==> src/rtl/mmu_pkg.sv <==
// Shared MMU types and constants for the SV39 page-table walker and the TLB.
package mmu_pkg;

  localparam int PAGE_LVL_BITS = 9;

  localparam logic [1:0] GIGA_PAGE = 2'd2;
  localparam logic [1:0] MEGA_PAGE = 2'd1;
  localparam logic [1:0] KILO_PAGE = 2'd0;

  typedef struct packed {
    logic [9:0]  reserved;
    logic [43:0] ppn;
    logic [1:0]  rsw;
    logic        d;
    logic        a;
    logic        g;
    logic        u;
    logic        x;
    logic        w;
    logic        r;
    logic        v;
  } sv39_pte_t;

  typedef enum logic [2:0] {
    IDLE,
    MEM_REQ,
    MEM_WAIT,
    WRITE_REQ,
    WRITE_WAIT,
    RESP
  } ptw_state_t;

endpackage

==> src/rtl/ptw_sv39_pte_check.sv <==
// Combinational classification of a fetched SV39 PTE: fault, leaf, or leaf
// that still needs its A/D bits written back.
module ptw_sv39_pte_check
  import mmu_pkg::*;
(
  input  sv39_pte_t  pte_i,
  input  logic [1:0] lvl_i,
  input  logic       store_i,
  output logic       error_o,
  output logic       leaf_o,
  output logic       need_update_o
);

  logic unused_bits;
  assign unused_bits = ^{pte_i.reserved, pte_i.rsw, pte_i.g, pte_i.u, pte_i.ppn[43:18]};

  always_comb begin
    error_o       = 1'b0;
    leaf_o        = pte_i.r | pte_i.x;
    need_update_o = 1'b0;
    if (!pte_i.v || (!pte_i.r && pte_i.w)) begin
      error_o = 1'b1;
    end else if (!leaf_o) begin
      error_o = (lvl_i == KILO_PAGE);
    end else if ((lvl_i == GIGA_PAGE && pte_i.ppn[17:0] != 18'd0) ||
                 (lvl_i == MEGA_PAGE && pte_i.ppn[8:0] != 9'd0)) begin
      // Superpage leaves must have their low PPN fields cleared
      error_o = 1'b1;
    end else begin
      need_update_o = !pte_i.a || (store_i && !pte_i.d && pte_i.w);
    end
  end

endmodule

==> src/rtl/ptw_sv39.sv <==
// SV39 page-table walker: serves one TLB miss at a time, reads up to three
// PTEs, writes back A/D when required and returns the leaf PTE and its level.
module ptw_sv39
  import mmu_pkg::*;
#(
  parameter int PADDR_SIZE = 56,
  parameter int PPN_SIZE   = 44,
  parameter int VPN_SIZE   = 27,
  parameter int ASID_SIZE  = 16
) (
  input  logic                  clk_i,
  input  logic                  rstn_i,
  input  logic [PPN_SIZE-1:0]   satp_ppn_i,
  input  logic                  flush_i,
  input  logic                  tlb_req_valid_i,
  input  logic [VPN_SIZE-1:0]   tlb_req_vpn_i,
  input  logic [ASID_SIZE-1:0]  tlb_req_asid_i,
  input  logic                  tlb_req_store_i,
  input  logic                  tlb_req_fetch_i,
  output logic                  ptw_ready_o,
  output logic                  invalidate_tlb_o,
  output logic                  resp_valid_o,
  output logic                  resp_error_o,
  output logic [63:0]           resp_pte_o,
  output logic [1:0]            resp_level_o,
  output logic                  mem_req_valid_o,
  input  logic                  mem_req_ready_i,
  output logic [PADDR_SIZE-1:0] mem_req_addr_o,
  output logic                  mem_req_we_o,
  output logic [63:0]           mem_req_wdata_o,
  input  logic                  mem_resp_valid_i,
  input  logic [63:0]           mem_resp_data_i
);

  ptw_state_t            state_q, state_d;
  logic [PPN_SIZE-1:0]   ppn_q, ppn_d;
  logic [1:0]            lvl_q, lvl_d;
  logic [VPN_SIZE-1:0]   vpn_q, vpn_d;
  logic                  store_q, store_d;
  logic                  fetch_q, fetch_d;
  sv39_pte_t             pte_q, pte_d;
  logic                  err_q, err_d;

  sv39_pte_t             mem_pte;
  logic                  chk_error;
  logic                  chk_leaf;
  logic                  chk_need_update;
  logic [PAGE_LVL_BITS-1:0] vpn_idx;
  logic [PADDR_SIZE-1:0] pte_addr;

  logic unused_ok;
  assign unused_ok = ^{tlb_req_asid_i, fetch_q};

  assign mem_pte = mem_resp_data_i;

  ptw_sv39_pte_check u_pte_check (
    .pte_i         (mem_pte),
    .lvl_i         (lvl_q),
    .store_i       (store_q),
    .error_o       (chk_error),
    .leaf_o        (chk_leaf),
    .need_update_o (chk_need_update)
  );

  always_comb begin
    case (lvl_q)
      GIGA_PAGE: vpn_idx = vpn_q[26:18];
      MEGA_PAGE: vpn_idx = vpn_q[17:9];
      default:   vpn_idx = vpn_q[8:0];
    endcase
  end

  assign pte_addr = {ppn_q, vpn_idx, 3'b000};

  always_ff @(posedge clk_i) begin
    if (!rstn_i) begin
      state_q <= IDLE;
      ppn_q   <= '0;
      lvl_q   <= '0;
      vpn_q   <= '0;
      store_q <= 1'b0;
      fetch_q <= 1'b0;
      pte_q   <= '0;
      err_q   <= 1'b0;
    end else begin
      state_q <= state_d;
      ppn_q   <= ppn_d;
      lvl_q   <= lvl_d;
      vpn_q   <= vpn_d;
      store_q <= store_d;
      fetch_q <= fetch_d;
      pte_q   <= pte_d;
      err_q   <= err_d;
    end
  end

  always_comb begin
    state_d = state_q;
    ppn_d   = ppn_q;
    lvl_d   = lvl_q;
    vpn_d   = vpn_q;
    store_d = store_q;
    fetch_d = fetch_q;
    pte_d   = pte_q;
    err_d   = err_q;
    case (state_q)
      IDLE: begin
        if (tlb_req_valid_i) begin
          vpn_d   = tlb_req_vpn_i;
          store_d = tlb_req_store_i;
          fetch_d = tlb_req_fetch_i;
          ppn_d   = satp_ppn_i;
          lvl_d   = GIGA_PAGE;
          pte_d   = '0;
          err_d   = 1'b0;
          state_d = MEM_REQ;
        end
      end
      MEM_REQ: begin
        if (mem_req_ready_i) state_d = MEM_WAIT;
      end
      MEM_WAIT: begin
        if (mem_resp_valid_i) begin
          if (chk_error) begin
            err_d   = 1'b1;
            pte_d   = '0;
            state_d = RESP;
          end else if (!chk_leaf) begin
            ppn_d   = mem_pte.ppn;
            lvl_d   = lvl_q - 2'd1;
            state_d = MEM_REQ;
          end else begin
            // pte_q doubles as the write-back data, so A/D are set here
            pte_d = mem_pte;
            if (chk_need_update) begin
              pte_d.a = 1'b1;
              if (store_q) pte_d.d = 1'b1;
              state_d = WRITE_REQ;
            end else begin
              state_d = RESP;
            end
          end
        end
      end
      WRITE_REQ: begin
        if (mem_req_ready_i) state_d = WRITE_WAIT;
      end
      WRITE_WAIT: begin
        if (mem_resp_valid_i) state_d = RESP;
      end
      RESP: begin
        state_d = IDLE;
      end
      default: begin
        state_d = IDLE;
      end
    endcase
  end

  assign ptw_ready_o      = (state_q == IDLE);
  assign invalidate_tlb_o = flush_i;
  assign mem_req_valid_o  = (state_q == MEM_REQ) || (state_q == WRITE_REQ);
  assign mem_req_we_o     = (state_q == WRITE_REQ);
  assign mem_req_addr_o   = mem_req_valid_o ? pte_addr : '0;
  assign mem_req_wdata_o  = mem_req_we_o ? pte_q : 64'd0;
  assign resp_valid_o     = (state_q == RESP);
  assign resp_error_o     = resp_valid_o & err_q;
  assign resp_pte_o       = resp_valid_o ? pte_q : 64'd0;
  assign resp_level_o     = resp_valid_o ? lvl_q : 2'd0;

endmodule

==> config.mk <==
export PLATFORM = sky130hd
export DESIGN_NAME = ptw_sv39
export DESIGN_NICKNAME = d
export VERILOG_FILES = /design/src/rtl/mmu_pkg.sv /design/src/rtl/ptw_sv39_pte_check.sv /design/src/rtl/ptw_sv39.sv
export SDC_FILE = /design/constraint.sdc
export NUM_CORES = 1
export LEC_CHECK = 0
export BUFFER_PORTS_ARGS = -buffer_cell sky130_fd_sc_hd__buf_2
export CAP_MARGIN = 20
export CORE_MARGIN = 5
export CORE_UTILIZATION = 47
export DETAILED_ROUTE_END_ITERATION = 8
export PLACE_DENSITY = 0.82
export SYNTH_ARGS = -nofsm -noshare
export SYNTH_HDL_FRONTEND = slang
export SYNTH_HIERARCHICAL = 1
export SYNTH_SLANG_ARGS = --single-unit
export TNS_END_PERCENT = 5
==> constraint.sdc <==
create_clock -name clk_i -period 2.57 [get_ports clk_i]
set_input_delay 0.257 -clock clk_i [delete_from_list [all_inputs] [get_ports clk_i]]
set_output_delay 0.257 -clock clk_i [all_outputs]
set_load 0.01 [all_outputs]
==> metrics.log, run 1 <==
INFO  metric synth-seq-area-share = 38.2%
INFO  metric initial_core_util = 47.4%
INFO  metric grt.met2_usage = 45.0%
INFO  metric finalHoldViolCount = 0
INFO  metric fp.dieH = 136 microns
INFO  metric relative_slew_margins = 59.0%
INFO  metric total_leakage_power = 4.97 nW
INFO  metric via_count = 7,985
INFO  metric main_flop_type_after_synthesis = dfxtp_1
INFO  metric startpoint_types = input port
INFO  metric cts_buffer_depth = 2
INFO  metric design.die.area = 18,500 sq um
INFO  metric finalWeightedCongestion = 0.862
INFO  metric cts-buffers-inserted = 17
INFO  metric gr-usage-met3 = 7.85%
INFO  metric criticalPathCategory = input port to flip-flop
INFO  metric ant_nets = 0
INFO  metric worst_path_dominant_cell_family = compound AO/OA/AOI/OAI gates
INFO  metric synth-edff-count = 0
INFO  metric avgRoutedWirePerCell = 18.2 microns
INFO  metric result_of_the_run = complete, no violations
INFO  metric largest_net_degree_at_the_start_of_global_routing = 50
INFO  metric timing.critical_path.fanout_max = 29
INFO  metric postSynth.asyncResetShare = 0%
INFO  metric finalNonFillerCells = 1,447
INFO  metric final_common_cell = buf_2
INFO  metric fmax = 409 MHz
INFO  metric synth_cell_types = 49
INFO  metric nNetsFinal = 1,379
INFO  metric powerDensity = 629 nW/um^2
INFO  metric timing.critical_path.required = 2.91 ns
INFO  metric area_added_between_synthesis_and_finish = 34.8%
INFO  metric critical-path-top-cell-by-count = buf_4
INFO  metric critical-path-max-stage-delay = 0.41 ns
INFO  metric mostFrequentLayoutCells = 328 x buf_2, 140 x dfxtp_1, 131 x and3_1, 121 x nand2_1, 94 x a21oi_1
INFO  metric place_worst_setup_slack = -0.259 ns
INFO  metric clock_tree.root_cell = clkbuf_16
INFO  metric route.detailed.drc = 0
INFO  metric grt_usage = 27.3%
INFO  metric most_used_routing_layer = met2
INFO  metric critical_path.slowest_cell = nor4_1
INFO  metric synthCells = 920
INFO  metric drive_gt1_share = 37.8%
INFO  metric synthesis.area = 7450 sq um
INFO  metric coreArea = 15,700 sq um
INFO  metric port-buffer-count = 328
INFO  metric worst_ep_arrival_time = 2.78 ns
INFO  metric vias_in_the_first_global_route = 7,645
INFO  metric setup_viol_count_final = 0
INFO  metric cp.buffers_inverters = 4
INFO  metric ys_seq_elements = 142
INFO  metric grt_antenna_before_repair = 1
INFO  metric post-dp-hpwl = 18.5 mm
INFO  metric chipWidth = 136 microns
INFO  metric finalCoreUtilization = 63.9%
INFO  metric grt_first_pass_wirelength = 39.9 mm
INFO  metric initialDrtViolationCount = 523
INFO  metric seqCellArea = 2850 sq um
INFO  metric dp.cells = 1,415
INFO  metric setup_repair_after_global_routing_missed_its_margin = false
INFO  metric worst_ir_drop_on_vdd = 0.425 mV
INFO  metric tritoncts = yes
INFO  metric std_cell_rows = 46
INFO  metric timing.final.crit_period = 2.44 ns
INFO  metric final-max-slew-violation-count = 0
INFO  metric antenna_cells_inserted = 0
INFO  metric multi_input_gate_area_in_the_final_layout = 4130 sq um
INFO  metric globalRouteMet1Util = 33.8%
INFO  metric clock_skews = 0.00893 ns
INFO  metric hold_path_class = input port to flip-flop
INFO  metric maxCapViolCount = 0
INFO  metric worst_slew_pin_slew = 0.598 ns
INFO  metric grt_ovf = 0
INFO  metric cts_sink_count = 142
INFO  metric setup_tns = 0 ns
INFO  metric synth.avg_cell_area = 8.09 sq um
INFO  metric synth_warnings = 6
INFO  metric final.fill_count = 1,349
INFO  metric final_wl = 26.3 mm
INFO  metric worstSetupEndpointType = flip-flop
INFO  metric ratio_of_routed_vias_to_standard_cells = 5.52
INFO  metric worst_skew_pair_latency = 0.42 ns
INFO  metric post-route-period-util = 95.0%
INFO  metric first_pass_iters = 5
INFO  metric ioPinCount = 351
INFO  metric setup_ws = 0.128 ns
INFO  metric cts-htree-levels = 4
INFO  metric critical_path.cell_chain = buf_2, nor4_1, buf_4, a31oi_1, o31a_2, or2_1, a2111oi_4, buf_4, buf_12, nor2_1, a211oi_2
INFO  metric clkSlewWorstSetupHoldPaths = 0.06 ns
## cells by family after synthesis
logic type                 share of synthesized area (%)
adders and majority gates                          0.336
muxes                                               6.05
and+or+nand+nor                                     30.5
buffers and inverters                               7.17
AOI/OAI and AO/OA                                   17.6
xor gates and xnor gates                           0.118
DFF                                                 38.2
other                                             0.0504
## worst reg2reg max path, stage by stage, from the launching register on
cell	delay, ns
dfxtp_1	0.32
xnor2_1	0.18
a31oi_1	0.08
o31a_2	0.35
or2_1	0.28
a2111oi_4	0.39
buf_4	0.23
buf_12	0.20
nor2_1	0.08
a211oi_2	0.19
## where the power goes
part / total (mW) / leakage, nW / internal, mW / switching [mW]
clock: 2.51 / 0.293 / 1.51 / 1.00
combinational: 1.36 / 3.51 / 0.532 / 0.829
sequential: 2.44 / 1.16 / 2.35 / 0.0840
## cell type report
class	count	share of cell area [%]
multi-input cells	672	41.1
well taps	216	2.69
clock buffers	20	4.65
clock inverters	12	1.33
flip-flops and latches	142	28.3
repair buffers	377	21.5
inverters	8	0.324
## synth_stat cells (9+ instances only)
master | instances | area, sq um
nor2_1 | 61 | 229
buf_4 | 18 | 135
a21oi_1 | 94 | 470
mux2i_1 | 45 | 450
o21ai_0 | 13 | 65.1
and2_1 | 47 | 294
dfxtp_1 | 142 | 2840
a211oi_2 | 40 | 500
and3_1 | 131 | 820
nand2_1 | 121 | 454
a221o_1 | 9 | 90.1
clkbuf_1 | 59 | 221
nand3_1 | 65 | 325
buf_2 | 15 | 75.1
## flip-flops by register name, summed over array words and instances, names as in the netlist
name	count
ppn_q	44
lvl_q	2
pte_q	64
vpn_q	27
state_q	3
store_q	1
err_q	1
## worst paths after layout
kind | startpoint | end | slack (ns) | cells after the start
setup / recovery | mem_resp_data_i[14] | ppn_q[18]$_SDFFE_PN0P_ | 0.13 | 11
hold / removal | tlb_req_vpn_i[21] | vpn_q[21]$_SDFFE_PN0P_ | 0.08 | 3
setup reg to reg | lvl_q[1]$_SDFFE_PN0P_ | ppn_q[18]$_SDFFE_PN0P_ | 0.19 | 9
hold reg to reg | vpn_q[0]$_SDFFE_PN0P_ | vpn_q[0]$_SDFFE_PN0P_ | 0.45 | 2
## metrics by stage
step           cell area [sq um]  hold WS [ns]  power, mW
3_3_place_gp                9440         0.439       3.79
6_report                   10000        0.0790       6.31
5_1_grt                    10000        0.0773       6.59
2_1_floorplan               7450         0.390       3.32
4_1_cts                    10000        0.0573       6.33
3_5_place_dp                9440         0.443       3.82
## timing repair
action | in CTS | in global routing
setup buffers | 0 | 0
setup endpoints to repair | 0 | 7
hold buffers | 0 | 0
gates resized for setup | 0 | 1
## layer usage
| metal | up-vias | routed length, microns |
|---|---|---|
| li1 | 3802 | - |
| met5 | - | 13 |
| met4 | 2 | 765 |
| met1 | 3720 | 10500 |
| met2 | 398 | 12700 |
| met3 | 63 | 2310 |
Note: power is estimated with default switching activity, not from simulation.
==> run 2, diff against run 1 <==
--- a/config.mk
+++ b/config.mk
@@ -10,7 +10,7 @@
 export CORE_MARGIN = 5
 export CORE_UTILIZATION = 47
 export DETAILED_ROUTE_END_ITERATION = 8
-export PLACE_DENSITY = 0.82
+export PLACE_DENSITY = 0.77
 export SYNTH_ARGS = -nofsm -noshare
 export SYNTH_HDL_FRONTEND = slang
 export SYNTH_HIERARCHICAL = 1
==> metrics.log, run 2 (synthesis gave the netlist of run 1 again) <==
INFO  metric clock_tree.root_cell = clkbuf_16 (unchanged)
INFO  metric seqCellArea = 2850 sq um (unchanged)
INFO  metric worst_r2r_endpoint = ppn_q[23]$_SDFFE_PN0P_ (was ppn_q[18]$_SDFFE_PN0P_)
INFO  metric worst_ep_arrival_time = 2.16 ns (was 2.78 ns)
INFO  metric via_count = 7,960 (was 7,985)
INFO  metric finalNonFillerCells = 1,447 (unchanged)
INFO  metric cp.buffers_inverters = 2 (was 4)
INFO  metric relative_slew_margins = 63.4% (was 59.0%)
INFO  metric cp_num_cells = 4 (was 11)
INFO  metric worst_path_dominant_cell_family = simple AND/OR/NAND/NOR gates (was compound AO/OA/AOI/OAI gates)
INFO  metric r2r_start = lvl_q[0]$_SDFFE_PN0P_ (was lvl_q[1]$_SDFFE_PN0P_)
INFO  metric critical-path-max-stage-delay = 0.58 ns (was 0.41 ns)
INFO  metric clkSlewWorstSetupHoldPaths = 0.06 ns (about the same)
INFO  metric post-route-period-util = 94.1% (was 95.0%)
INFO  metric cts-htree-levels = 4 (unchanged)
INFO  metric timing.final.crit_period = 2.42 ns (was 2.44 ns)
INFO  metric reg2regPathDepth = 9 (unchanged)
INFO  metric ant_nets = 0 (unchanged)
INFO  metric criticalPathCategory = flip-flop to output pin (was input port to flip-flop)
INFO  metric grt_ovf = 0 (unchanged)
INFO  metric initial_core_util = 47.4% (unchanged)
INFO  metric clock_skews = 0.00856 ns (was 0.00893 ns)
INFO  metric ioPinCount = 351 (unchanged)
INFO  metric grt_usage = 27.2% (was 27.3%)
INFO  metric setup_tns = 0 ns (unchanged)
INFO  metric timing.critical_path.required = 2.31 ns (was 2.91 ns)
INFO  metric cts-buffers-inserted = 17 (unchanged)
INFO  metric finalHoldViolCount = 0 (unchanged)
INFO  metric setup_ws = 0.152 ns (was 0.128 ns)
INFO  metric vias_in_the_first_global_route = 7,542 (was 7,645)
INFO  metric maxCapViolCount = 0 (unchanged)
INFO  metric grt_first_pass_wirelength = 39.8 mm (was 39.9 mm)
INFO  metric tritoncts = yes (unchanged)
INFO  metric ratio_of_routed_vias_to_standard_cells = 5.50 (was 5.52)
INFO  metric largest_register = pte_q (unchanged)
INFO  metric worst_ir_drop_on_vdd = 0.452 mV (was 0.425 mV)
INFO  metric final.fill_count = 1,377 (was 1,349)
INFO  metric timing.reg2reg.setup_slack = 0.17 ns (was 0.19 ns)
INFO  metric setup_repair_after_global_routing_missed_its_margin = false (unchanged)
INFO  metric final-max-slew-violation-count = 0 (unchanged)
INFO  metric std_cell_rows = 46 (unchanged)
INFO  metric coreArea = 15,700 sq um (unchanged)
INFO  metric first_pass_iters = 5 (unchanged)
INFO  metric fp.dieH = 136 microns (unchanged)
INFO  metric critical_path.slowest_cell = dfxtp_1 (was nor4_1)
INFO  metric critPathCapture = mem_req_wdata_o[20] (was ppn_q[18]$_SDFFE_PN0P_)
INFO  metric fmax = 414 MHz (was 409 MHz)
INFO  metric hold_path_class = input port to flip-flop (unchanged)
INFO  metric initialDrtViolationCount = 516 (was 523)
INFO  metric port-buffer-count = 328 (unchanged)
INFO  metric final_wl = 26.3 mm (about the same)
INFO  metric powerDensity = 632 nW/um^2 (was 629 nW/um^2)
INFO  metric cts_hold_buf = 0 (unchanged)
INFO  metric largest_net_degree_at_the_start_of_global_routing = 59 (was 50)
INFO  metric avgRoutedWirePerCell = 18.2 microns (about the same)
INFO  metric multi_input_gate_area_in_the_final_layout = 4130 sq um (about the same)
INFO  metric worst_slew_pin_slew = 0.533 ns (was 0.598 ns)
INFO  metric startpoint_types = flip-flop (was input port)
INFO  metric route.detailed.drc = 0 (unchanged)
INFO  metric cts-resized-gates = 0 (unchanged)
INFO  metric chipWidth = 136 microns (unchanged)
INFO  metric worstSetupEndpointType = output pin (was flip-flop)
INFO  metric finalWeightedCongestion = 0.884 (was 0.862)
INFO  metric critical_path.cell_chain = nor2b_4, buf_4, and3_1, buf_2 (was buf_2, nor4_1, buf_4, a31oi_1, o31a_2, or2_1, a2111oi_4, buf_4, buf_12, nor2_1, a211oi_2)
INFO  metric cts_sink_count = 142 (unchanged)
INFO  metric cts_buffer_depth = 2 (unchanged)
INFO  metric setup_viol_count_final = 0 (unchanged)
INFO  metric total_leakage_power = 4.95 nW (was 4.97 nW)
INFO  metric area_added_between_synthesis_and_finish = 34.8% (about the same)
INFO  metric dp.cells = 1,414 (was 1,415)
INFO  metric place_worst_setup_slack = -0.324 ns (was -0.259 ns)
INFO  metric design.die.area = 18,500 sq um (unchanged)
INFO  metric final_common_cell = buf_2 (unchanged)
INFO  metric post-dp-hpwl = 18.8 mm (was 18.5 mm)
INFO  metric max_reg_flops = 64 (unchanged)
INFO  metric critPathLaunch = state_q[1]$_SDFFE_PN0P_ (was mem_resp_data_i[14])
INFO  metric post_cts_setup_repair_bufs = 0 (unchanged)
INFO  metric drive_gt1_share = 37.5% (was 37.8%)
INFO  metric result_of_the_run = complete, no violations (unchanged)
INFO  metric worst_skew_pair_latency = 0.41 ns (was 0.42 ns)
INFO  metric largestRegisters = pte_q x64, ppn_q x44, vpn_q x27 (unchanged)
INFO  metric mostFrequentLayoutCells = 328 x buf_2, 140 x dfxtp_1, 131 x and3_1, 121 x nand2_1, 94 x a21oi_1 (unchanged)
INFO  metric timing.critical_path.fanout_max = 27 (was 29)
INFO  metric nNetsFinal = 1,378 (was 1,379)
INFO  metric grt_antenna_before_repair = 1 (unchanged)
-- run 2: cell types whose count changed in the layout (fill, tap and decap cells not counted), sizes merged, moves of 2 or more --
cell	change
clkbuf	+2
clkinv	-2
inv	-3
diode	+2
-- run 2: final cells by class --
| class | instances | share of cell area, % |
|---|---|---|
| timing repair buffer | 376 | 21.3 |
| clock inverter | 9 | 1.35 |
| multi-input combinational | 672 | 41.2 |
| tap | 216 | 2.69 |
| inverter | 8 | 0.324 |
| antenna | 2 | 0.0499 |
| clock buffer | 22 | 4.72 |
| sequential | 142 | 28.3 |
-- run 2: how the worst min path moves through the flow --
stage	endpoint	slack (ns)	startpoint	cells past startpoint
5_1_grt	vpn_q[22]$_SDFFE_PN0P_	0.08	tlb_req_vpn_i[22]	3
4_1_cts	vpn_q[12]$_SDFFE_PN0P_	0.07	tlb_req_vpn_i[12]	3
3_5_place_dp	vpn_q[1]$_SDFFE_PN0P_	0.44	vpn_q[1]$_SDFFE_PN0P_	2
2_1_floorplan	err_q$_SDFFE_PN0P_	0.39	rstn_i	1
6_report	vpn_q[12]$_SDFFE_PN0P_	0.09	tlb_req_vpn_i[12]	3
3_3_place_gp	vpn_q[1]$_SDFFE_PN0P_	0.44	vpn_q[1]$_SDFFE_PN0P_	2
-- run 2: where the power goes --
part           internal (mW)  leakage [nW]  switching, mW
clock                   1.60         0.288          0.931
sequential              2.35          1.16         0.0951
combinational          0.531          3.50          0.828
-- run 2: through the flow --
stage	total power, mW	instance area [sq um]	hold WS (ns)	util (%)
2_1_floorplan	3.32	7450	0.390	-
4_1_cts	6.37	10000	0.0677	63.8
5_1_grt	6.61	10000	0.0788	63.9
3_5_place_dp	3.83	9420	0.444	59.9
6_report	6.34	10000	0.0916	63.9
3_3_place_gp	3.80	9420	0.438	59.9
-- run 2: worst register-to-register path, cell delays in order (launching register included) --
cell       delay [ns]
dfxtp_1          0.34
buf_4            0.18
a311oi_1         0.10
o31a_2           0.34
or2_1            0.28
a2111oi_4        0.39
buf_4            0.26
buf_12           0.18
nor2_1           0.07
a211oi_2         0.20
-- run 2: metal layers --
layer / track usage (%) / vias to the layer above / share of wire (%)
li1: - / 3805 / -
met1: 34.6 / 3751 / 41
met2: 45.4 / 350 / 48
met3: 6.48 / 54 / 7.5
met4: 9.46 / 0 / 2.7
met5: 0 / - / 0
==> run 3, diff against run 2 <==
--- a/config.mk
+++ b/config.mk
@@ -5,12 +5,13 @@
 export SDC_FILE = /design/constraint.sdc
 export NUM_CORES = 1
 export LEC_CHECK = 0
+export ABC_CLOCK_PERIOD_IN_PS = 2570
 export BUFFER_PORTS_ARGS = -buffer_cell sky130_fd_sc_hd__buf_2
 export CAP_MARGIN = 20
 export CORE_MARGIN = 5
 export CORE_UTILIZATION = 47
 export DETAILED_ROUTE_END_ITERATION = 8
-export PLACE_DENSITY = 0.77
+export PLACE_DENSITY = 0.79
 export SYNTH_ARGS = -nofsm -noshare
 export SYNTH_HDL_FRONTEND = slang
 export SYNTH_HIERARCHICAL = 1
==> metrics.log, run 3 (synthesis gave the netlist of run 1 again) <==
INFO  metric cp.buffers_inverters = 4 (was 2)
INFO  metric cts-buffers-inserted = 17 (unchanged)
INFO  metric final_area = 10,100 sq um (was 10,000 sq um)
INFO  metric design.die.area = 18,500 sq um (unchanged)
INFO  metric avgRoutedWirePerCell = 18.6 microns (was 18.2 microns)
INFO  metric coreArea = 15,700 sq um (unchanged)
INFO  metric clkSlewWorstSetupHoldPaths = 0.06 ns (about the same)
INFO  metric total_leakage_power = 5.01 nW (was 4.95 nW)
INFO  metric setup_tns = 0 ns (unchanged)
INFO  metric port-buffer-count = 328 (unchanged)
INFO  metric worst_path_dominant_cell_family = compound AO/OA/AOI/OAI gates (was simple AND/OR/NAND/NOR gates)
INFO  metric route.detailed.drc = 0 (unchanged)
INFO  metric startpoint_types = input port (was flip-flop)
INFO  metric criticalPathCategory = input port to flip-flop (was flip-flop to output pin)
INFO  metric nNetsFinal = 1,383 (was 1,378)
INFO  metric grt_antenna_before_repair = 2 (was 1)
INFO  metric timing.final.crit_period = 2.48 ns (was 2.42 ns)
INFO  metric chipWidth = 136 microns (unchanged)
INFO  metric post-route-period-util = 96.3% (was 94.1%)
INFO  metric critical_path.slowest_cell = a2111oi_4 (was dfxtp_1)
INFO  metric fmax = 404 MHz (was 414 MHz)
INFO  metric tritoncts = yes (unchanged)
INFO  metric worst_ep_arrival_time = 2.82 ns (was 2.16 ns)
INFO  metric finalCoreUtilization = 64.6% (was 63.9%)
INFO  metric area_added_between_synthesis_and_finish = 36.3% (was 34.8%)
INFO  metric result_of_the_run = complete, no violations (unchanged)
INFO  metric cts-htree-levels = 4 (unchanged)
INFO  metric finalWeightedCongestion = 0.886 (was 0.884)
INFO  metric setup_ws = 0.0942 ns (was 0.152 ns)
INFO  metric mostFrequentLayoutCells = 328 x buf_2, 140 x dfxtp_1, 131 x and3_1, 121 x nand2_1, 94 x a21oi_1 (unchanged)
INFO  metric grt_first_pass_wirelength = 41.0 mm (was 39.8 mm)
INFO  metric setup_viol_count_final = 0 (unchanged)
INFO  metric largestRegisters = pte_q x64, ppn_q x44, vpn_q x27 (unchanged)
INFO  metric clock_power_share = 39.6% (was 39.9%)
INFO  metric hold-worst-slack = 0.0652 ns (was 0.0916 ns)
INFO  metric ioPinCount = 351 (unchanged)
INFO  metric first_pass_iters = 5 (unchanged)
INFO  metric power_switching_share = 29.7% (was 29.2%)
INFO  metric timing.critical_path.fanout_max = 20 (was 27)
INFO  metric dp.cells = 1,418 (was 1,414)
INFO  metric vias_in_the_first_global_route = 7,691 (was 7,542)
INFO  metric drive_gt1_share = 37.9% (was 37.5%)
INFO  metric post-dp-hpwl = 18.9 mm (was 18.8 mm)
INFO  metric finalHoldViolCount = 0 (unchanged)
INFO  metric p_seq_share = 38.0% (was 38.6%)
INFO  metric power = 6.41 mW (was 6.34 mW)
INFO  metric final_wl = 27.1 mm (was 26.3 mm)
INFO  metric final-max-slew-violation-count = 0 (unchanged)
INFO  metric r2r_start = lvl_q[1]$_SDFFE_PN0P_ (was lvl_q[0]$_SDFFE_PN0P_)
INFO  metric timing.critical_path.required = 2.91 ns (was 2.31 ns)
INFO  metric initial_core_util = 47.4% (unchanged)
INFO  metric largest_net_degree_at_the_start_of_global_routing = 82 (was 59)
INFO  metric powerDensity = 632 nW/um^2 (about the same)
INFO  metric hold_path_class = input port to flip-flop (unchanged)
INFO  metric combinationalPowerShare = 22.4% (was 21.4%)
INFO  metric via_count = 8,019 (was 7,960)
INFO  metric worstHoldStart = tlb_req_vpn_i[3] (was tlb_req_vpn_i[12])
INFO  metric worstSetupEndpointType = flip-flop (was output pin)
INFO  metric place_worst_setup_slack = -0.325 ns (was -0.324 ns)
INFO  metric initialDrtViolationCount = 568 (was 516)
INFO  metric finalNonFillerCells = 1,453 (was 1,447)
INFO  metric worst_ir_drop_on_vdd = 0.550 mV (was 0.452 mV)
INFO  metric critical-path-top-cell-by-count = buf_12
INFO  metric critical_path.cell_chain = buf_2, nor4_1, buf_4, a31oi_1, o31a_2, or2_1, a2111oi_4, buf_12, buf_12, nor2_1, a211oi_2 (was nor2b_4, buf_4, and3_1, buf_2)
INFO  metric std_cell_rows = 46 (unchanged)
INFO  metric intPower = 4.51 mW (was 4.49 mW)
INFO  metric ratio_of_routed_vias_to_standard_cells = 5.52 (was 5.50)
INFO  metric largest_register = pte_q (unchanged)
INFO  metric worst_slew_pin_slew = 0.622 ns (was 0.533 ns)
INFO  metric post_cts_setup_repair_bufs = 0 (unchanged)
INFO  metric relative_slew_margins = 58.5% (was 63.4%)
INFO  metric clock_skews = 0.0144 ns (was 0.00856 ns)
INFO  metric cts_buffer_depth = 2 (unchanged)
INFO  metric ant_nets = 0 (unchanged)
INFO  metric critPathLaunch = mem_resp_data_i[14] (was state_q[1]$_SDFFE_PN0P_)
INFO  metric max_reg_flops = 64 (unchanged)
INFO  metric setup_repair_after_global_routing_missed_its_margin = false (unchanged)
INFO  metric maxCapViolCount = 0 (unchanged)
INFO  metric cts_sink_count = 142 (unchanged)
INFO  metric clock_tree.root_cell = clkbuf_16 (unchanged)
INFO  metric final_common_cell = buf_2 (unchanged)
INFO  metric grt_ovf = 0 (unchanged)
INFO  metric placed_area = 9500 sq um (was 9420 sq um)
INFO  metric worst_skew_pair_latency = 0.42 ns (was 0.41 ns)
INFO  metric critical-path-max-stage-delay = 0.44 ns (was 0.58 ns)
INFO  metric p_sw = 1.90 mW (was 1.85 mW)
INFO  metric grt_usage = 28.2% (was 27.2%)
INFO  metric fp.dieH = 136 microns (unchanged)
## run 3: changes by cell type in the layout (fill, tap and decap cells not counted), sizes merged
cell / previous run / this run
clkbuf: 22 / 24
bufinv: 3 / 2
clkinvlp: 3 / 2
buf: 376 / 381
inv: 8 / 9
## run 3: timing repair
item | in CTS | in global routing
endpoints found under the setup margin | 0 | 9
endpoints found under the hold margin | 0 | 0
gates resized for setup | 0 | 3
hold buffers | 0 | 0
## run 3: per-layer routing
layer | vias to the layer above | global-route usage [%] | routed length, microns
li1 | 3810 | - | -
met1 | 3763 | 34.8 | 10700
met2 | 391 | 46.2 | 13100
met3 | 53 | 8.25 | 2430
met4 | 2 | 11.5 | 829
met5 | - | 0 | 13
## run 3: path summary, 6_finish.rpt
kind,end,slack (ns),cells after the start
worst max-delay path,ppn_q[23]$_SDFFE_PN0P_,0.09,11
worst min-delay path,vpn_q[3]$_SDFFE_PN0P_,0.07,3
worst max register to register,ppn_q[23]$_SDFFE_PN0P_,0.14,9
worst min register to register,vpn_q[6]$_SDFFE_PN0P_,0.45,2
## run 3: layout make-up
class / instances / area [sq um]
diodes: 2 / 5.00
clock buffers: 24 / 512
clock inverters: 8 / 103
fillers: 1336 / 5560
inverters: 8 / 32.5
multi-input cells: 672 / 4130
flip-flops and latches: 142 / 2850
well taps: 216 / 270
repair buffers: 381 / 2250
## run 3: worst reg2reg max path, stage by stage (launching register included)
cell       delay, ns
dfxtp_1         0.32
xnor2_1         0.20
a31oi_1         0.08
o31a_2          0.35
or2_1           0.28
a2111oi_4       0.44
buf_12          0.21
buf_12          0.18
nor2_1          0.07
a211oi_2        0.22
## run 3: power groups by stage
stage | clock network [mW] | logic, mW | registers, mW
final | 2.54 | 1.43 | 2.44
after global routing | 2.67 | 1.54 | 2.45
after CTS | 2.56 | 1.41 | 2.44
after detailed placement | 0 | 1.40 | 2.48
after global placement | 0 | 1.36 | 2.47
after floorplan | 0 | 0.872 | 2.45
